**src/rtl/w_schedule_stream.sv**
```systemverilog
// w_schedule_stream: streaming SHA-2 message-schedule generator.
// Loads a 16-word block and emits W[0..ROUNDS-1] one word per ready/valid
// handshake from a 16-word sliding window. WORD_W=32 gives SHA-256 sigma
// functions, WORD_W=64 gives SHA-512.
// Optional feature macro: W_SCHED_VECTOR_EN adds a flat w_vector capture of
// every accepted word plus a w_vector_complete flag.
//
// Handshake: a word transfers on any rising edge where w_valid && w_ready.
// w_valid is registered and never depends on w_ready; while w_valid is high
// and w_ready is low, w_word/w_index/w_last are held unchanged.
module w_schedule_stream #(
    parameter int WORD_W = 32,
    parameter int ROUNDS = 64,
    parameter int IDX_W  = $clog2(ROUNDS)
) (
    input  logic                   clock,
    input  logic                   reset,
    input  logic                   start,
    input  logic [16*WORD_W-1:0]   message_block,
    output logic                   busy,
    output logic                   w_valid,
    input  logic                   w_ready,
    output logic [WORD_W-1:0]      w_word,
    output logic [IDX_W-1:0]       w_index,
    output logic                   w_last,
    output logic                   done,
    output logic [1:0]             dbg_state
`ifdef W_SCHED_VECTOR_EN
    ,
    output logic [ROUNDS*WORD_W-1:0] w_vector,
    output logic                     w_vector_complete
`endif
);

    if (WORD_W != 32 && WORD_W != 64) begin : g_bad_word_w
        $error("w_schedule_stream: WORD_W must be 32 or 64");
    end
    if (ROUNDS < 16 || ROUNDS > 128) begin : g_bad_rounds
        $error("w_schedule_stream: ROUNDS must be in 16..128");
    end

    typedef enum logic [1:0] {
        S_IDLE = 2'd0,
        S_RUN  = 2'd1,
        S_DONE = 2'd2
    } state_t;

    // Window element win[i] lives at win_q[15-i], so win[0] (the presented
    // word) sits in the top slot exactly like M[0] in message_block, and a
    // shift is a plain left concatenation.
    state_t                   state_q;
    logic [15:0][WORD_W-1:0]  win_q;
    logic [IDX_W-1:0]         index_q;
    logic                     valid_q;
    logic                     busy_q;
    logic                     last_q;
    logic                     done_q;
    logic [WORD_W-1:0]        new_word_d;
    logic                     hs;
    logic                     at_last;
`ifdef W_SCHED_VECTOR_EN
    logic [ROUNDS-1:0][WORD_W-1:0] vec_q;
    logic                          vec_done_q;
    logic [IDX_W-1:0]              vec_sel;
`endif

    function automatic logic [WORD_W-1:0] rotr(input logic [WORD_W-1:0] x,
                                                input int unsigned n);
        logic [2*WORD_W-1:0] d;
        d = {x, x} >> n;
        return d[WORD_W-1:0];
    endfunction

    function automatic logic [WORD_W-1:0] sigma0(input logic [WORD_W-1:0] x);
        if (WORD_W == 32) return rotr(x, 7) ^ rotr(x, 18) ^ (x >> 3);
        else              return rotr(x, 1) ^ rotr(x, 8)  ^ (x >> 7);
    endfunction

    function automatic logic [WORD_W-1:0] sigma1(input logic [WORD_W-1:0] x);
        if (WORD_W == 32) return rotr(x, 17) ^ rotr(x, 19) ^ (x >> 10);
        else              return rotr(x, 19) ^ rotr(x, 61) ^ (x >> 6);
    endfunction

    assign hs      = valid_q & w_ready;
    assign at_last = (index_q == IDX_W'(ROUNDS - 1));

    // Next window word: sigma1(win[14]) + win[9] + sigma0(win[1]) + win[0].
    always_comb begin
        new_word_d = sigma1(win_q[1]) + win_q[6] + sigma0(win_q[14]) + win_q[15];
    end

`ifdef W_SCHED_VECTOR_EN
    // Word t lands in slot ROUNDS-1-t so W[0] ends up in the MSBs.
    assign vec_sel = IDX_W'(ROUNDS - 1) - index_q;
`endif

    // Control FSM, window shift and all registered outputs.
    always_ff @(posedge clock or negedge reset) begin
        if (!reset) begin
            state_q <= S_IDLE;
            win_q   <= '0;
            index_q <= '0;
            valid_q <= 1'b0;
            busy_q  <= 1'b0;
            last_q  <= 1'b0;
            done_q  <= 1'b0;
`ifdef W_SCHED_VECTOR_EN
            vec_q      <= '0;
            vec_done_q <= 1'b0;
`endif
        end else begin
            case (state_q)
                S_IDLE: begin
                    done_q <= 1'b0;
                    if (start) begin
                        win_q   <= message_block;
                        index_q <= '0;
                        valid_q <= 1'b1;
                        busy_q  <= 1'b1;
                        last_q  <= 1'b0;
                        state_q <= S_RUN;
`ifdef W_SCHED_VECTOR_EN
                        vec_q      <= '0;
                        vec_done_q <= 1'b0;
`endif
                    end
                end
                S_RUN: begin
                    if (hs) begin
`ifdef W_SCHED_VECTOR_EN
                        vec_q[vec_sel] <= win_q[15];
`endif
                        if (at_last) begin
                            // Window and index are frozen so w_word/w_index
                            // keep showing the final word after w_valid drops.
                            valid_q <= 1'b0;
                            last_q  <= 1'b0;
                            done_q  <= 1'b1;
                            state_q <= S_DONE;
`ifdef W_SCHED_VECTOR_EN
                            vec_done_q <= 1'b1;
`endif
                        end else begin
                            win_q   <= {win_q[14:0], new_word_d};
                            index_q <= index_q + IDX_W'(1);
                            last_q  <= (index_q == IDX_W'(ROUNDS - 2));
                        end
                    end
                end
                S_DONE: begin
                    done_q  <= 1'b0;
                    busy_q  <= 1'b0;
                    state_q <= S_IDLE;
                end
                default: begin
                    state_q <= S_IDLE;
                end
            endcase
        end
    end

    assign busy      = busy_q;
    assign w_valid   = valid_q;
    assign w_word    = win_q[15];
    assign w_index   = index_q;
    assign w_last    = last_q;
    assign done      = done_q;
    assign dbg_state = state_q;
`ifdef W_SCHED_VECTOR_EN
    assign w_vector          = vec_q;
    assign w_vector_complete = vec_done_q;
`endif

endmodule
```
**config.mk**
```make
export PLATFORM = sky130hd
export DESIGN_NAME = w_schedule_stream
export DESIGN_NICKNAME = d
export VERILOG_FILES = /design/src/rtl/w_schedule_stream.sv
export SDC_FILE = /design/constraint.sdc
export NUM_CORES = 2
export LEC_CHECK = 0
export BUFFER_PORTS_ARGS = -buffer_cell sky130_fd_sc_hd__clkbuf_2
export CAP_MARGIN = 10
export CORE_UTILIZATION = 40
export CTS_BUF_LIST = sky130_fd_sc_hd__clkbuf_8
export DETAILED_ROUTE_END_ITERATION = 8
export GPL_ROUTABILITY_DRIVEN = 0
export GPL_TIMING_DRIVEN = 0
export SYNTH_ARGS = -nofsm -noshare
export SYNTH_HDL_FRONTEND = slang
export SYNTH_SLANG_ARGS = --single-unit
```
**constraint.sdc**
```tcl
create_clock -name clock -period 5.65 [get_ports clock]
set_input_delay 0.565 -clock clock [delete_from_list [all_inputs] [get_ports clock]]
set_output_delay 0.565 -clock clock [all_outputs]
set_load 0.02 [all_outputs]
```
==> metrics list <==
- Grouping stages by cell kind, the critical path spends the most delay in adder cells.
* Crit Path Max Fanout: 5
- Highest-count cells in the layout ignoring fill and taps: sky130_fd_sc_hd__nand2_1, sky130_fd_sc_hd__clkbuf_2, sky130_fd_sc_hd__dfrtp_1
- The critical path goes through clkbuf_1 -> xor2_1 -> xnor2_1 -> fa_1 -> inv_1 -> fa_1 -> ha_1 -> fa_1 -> a211oi_2 -> o211ai_2 -> nand3_1 -> nand3_2 -> a31oi_2 -> xor2_1 -> o21ai_0.
* Start-to-end type of the worst setup path: flip-flop to flip-flop
- Clock tree synthesis selected as its root buffer the cell sky130_fd_sc_hd__clkbuf_8.
* Slew at the pin closest to its max-slew limit: 1080 ps
* Clock latency reported for the late side of the worst-skew pair: 720 ps
- The via count of the first global-routing pass came to 26500.
- Timing would allow up to 203 MHz.
* Setup violations, final: 0
- Number of setup buffers added after CTS: 0
* Initial Utilization: 0.408
- Layout Skew: 42.6 ps
- Setup repair after global routing left no endpoint under its margin.
- In the synthesized netlist the dominant register cell turns out to be sky130_fd_sc_hd__dfrtp_1.
- CTS tree: built
* Critical Path Most Common Cell: sky130_fd_sc_hd__fa_1
- Entering global routing, the biggest net connects 110 pins.
- After synthesis, the cell types taking the most area are sky130_fd_sc_hd__dfrtp_1, sky130_fd_sc_hd__nand2_1, sky130_fd_sc_hd__a31oi_1, sky130_fd_sc_hd__nor2_1, sky130_fd_sc_hd__fa_1.
- Counting every instance in the synthesized netlist gives 3431.
* Nature of the critical path startpoint: flip-flop
* Nets@finish: 4703
- Top cell type by total area after synthesis: sky130_fd_sc_hd__dfrtp_1
* Post-Syn Area: 28200 um2
- Data arrival, critical path: 5470 ps
* Drt drc: 0
- Num ports: 560
- In the synthesized netlist the async set-or-reset flop fraction comes to 1.00.
- Total of cells resized after clock tree synthesis: 0
* Worst Setup End Kind: flip-flop
- Once detail routing completed, the nets flagged for antenna violations numbered 0.
* Final global-route overflow total: 0
- Synth Warn #: 0
* Leading cell type in the layout, fill and taps excluded: sky130_fd_sc_hd__nand2_1
- Net Count, Synth: 4042
- The number of buffers and inverters on the critical path is 2.
* Number of synthesized flops with an enable pin: 0
- Clock-pin slew of the registers on the worst-case setup and hold paths: 70 ps
* Headroom to the max-slew limit: 0.283
- Fraction of synthesized cell area taken by the top area cell type: 0.466
- Summing over every cut layer, the via total after detailed routing is 27200.
- In this run, CTS created clock tree buffers numbering 93.
* CP max-delay cell: sky130_fd_sc_hd__fa_1
- Required time of the worst setup path: 6200 ps
- Of the cells placed in the final design, the portion with a size suffix greater than 1 is 0.211.
- CP max stage delay: 500 ps
- At the end of the flow the core is filled with cells to 0.496.
- Average detailed-routed wire length per instance: 22.4 um
- Number of synthesized register bits: 524
- For the finished layout, the period the worst path requires is 4930 ps.
* Port Buffers: 559
- Final Worst Setup Slack: 723 ps
- GRT Total Usage: 0.318
* Pins Over Slew Limit: 0
- Number of vias per cell: 5.32
* First-pass GRT wire length: 166000 um
- Netlist cell types: 60
- P&R area growth vs syn: 21.7%
* Post-DP HPWL: 92800 um
- The final count of hold timing violations came to 0.
- Maxcap violations: 0
* Number of antenna violations at the first check in global routing: 9
- The die is 267 um wide.
* Die area: 71500 um2
- Standard-cell row count: 96
* Path category of the worst min-delay check: input pin to flip-flop
* Worst Setup Slack post-DPL: 832 ps
- Die height: 267 um
- Number of DRC markers in iteration 0: 2439
* CTS H-Tree Depth: 3
- Status: complete, no violations
* Clock sink count: 524
* Part of the Yosys area used for sequential elements: 0.466
- In this run the mean area of a mapped cell was 8.21 um2.
- TritonRoute pass-1 iters: 6
- Buffers inserted to repair hold after CTS numbered 1.
- Floorplan Core Area: 69100 um2
- Post-route fraction of the period consumed by the critical path: 0.872
- No sink is reached through more buffers than the 3 on the longest clock path.
- Total wire length: 115000 um
==> area by class of cell <==
type	instances	area [um2]
Antenna cell	5	12.5
Tap cell	931	1160
Multi-Input combinational cell	2463	13100
Buffer	320	1510
Clock inverter	43	238
Fill cell	6949	34800
Inverter	124	465
Timing Repair Buffer	566	2980
Clock buffer	125	1720
Sequential cell	524	13100
==> synth_stat cells, drive strengths merged (14+ instances only) <==
library cell,number
o21ai,48
buf,151
xor2,60
a31oi,490
a21o,14
dfrtp,524
a21oi,55
xnor2,87
nand2,1012
nor2,513
fa,62
clkbuf,169
ha,33
inv,124
==> state kept, by name (all words and copies together) (netlist names) <==
| name | flops |
|---|---|
| win_q | 480 |
| w_last | 1 |
| done | 1 |
| w_index | 6 |
| w_word | 32 |
| w_valid | 1 |
| dbg_state | 2 |
| busy | 1 |
==> per-layer routing <==
metal / vias to the layer above / part of all wire / GRT usage / wire length (um)
li1: 12600 / - / - / -
met1: 13200 / 0.41 / 0.418 / 47200
met2: 1166 / 0.47 / 0.517 / 53600
met3: 221 / 0.081 / 0.0634 / 9240
met4: 12 / 0.038 / 0.120 / 4380
met5: - / 0.00060 / 0 / 69
==> kinds of logic (layout without fill, tap and decap cells) <==
group	Yosys count	count (layout)	synth area share
adders and majority gates	95	95	0.0587
AOI/OAI and AO/OA	636	636	0.142
xor gates and xnor gates	147	147	0.0457
buffers and inverters	444	1178	0.0702
and+or+nand+nor	1584	1584	0.217
muxes	1	1	0.000355
DFF	524	524	0.466
other	0	5	0
==> worst reg2reg max path: stages, from the launching register on <==
cell,delay (ps)
sky130_fd_sc_hd__dfrtp_1,330
sky130_fd_sc_hd__clkbuf_1,390
sky130_fd_sc_hd__xor2_1,160
sky130_fd_sc_hd__xnor2_1,480
sky130_fd_sc_hd__fa_1,510
sky130_fd_sc_hd__inv_1,70
sky130_fd_sc_hd__fa_1,410
sky130_fd_sc_hd__ha_1,250
sky130_fd_sc_hd__fa_1,500
sky130_fd_sc_hd__a211oi_2,380
sky130_fd_sc_hd__o211ai_2,190
sky130_fd_sc_hd__nand3_1,130
sky130_fd_sc_hd__nand3_2,150
sky130_fd_sc_hd__a31oi_2,290
sky130_fd_sc_hd__xor2_1,410
sky130_fd_sc_hd__o21ai_0,150
==> worst paths after layout <==
kind | slack [ps] | startpoint | cells after the start | endpoint
max in group asynchronous | 3840 | reset | 5 | win_q[167]
setup reg to reg | 720 | win_q[43] | 15 | win_q[23]
hold reg to reg | 490 | done | 1 | done
hold / removal | 80 | message_block[191] | 3 | win_q[191]
setup / recovery | 720 | win_q[43] | 15 | win_q[23]
min in group asynchronous | 460 | reset | 3 | win_q[430]
==> through the flow <==
step / setup TNS (ps) / area [um2] / hold WS, ps / instances
2_1_floorplan: 0 / 28200 / 269 / 3431
3_3_place_gp: -4466530 / 32100 / 473 / 4921
3_5_place_dp: 0 / 32300 / 477 / 4927
4_1_cts: 0 / 34300 / 46.7 / 5096
5_1_grt: 0 / 34300 / 64.1 / 5098
6_report: 0 / 34300 / 80.2 / 5101
Power is left out: the tool's default activity adds up to more than one toggle a clock period on the data nets, which glitch-free logic cannot reach.
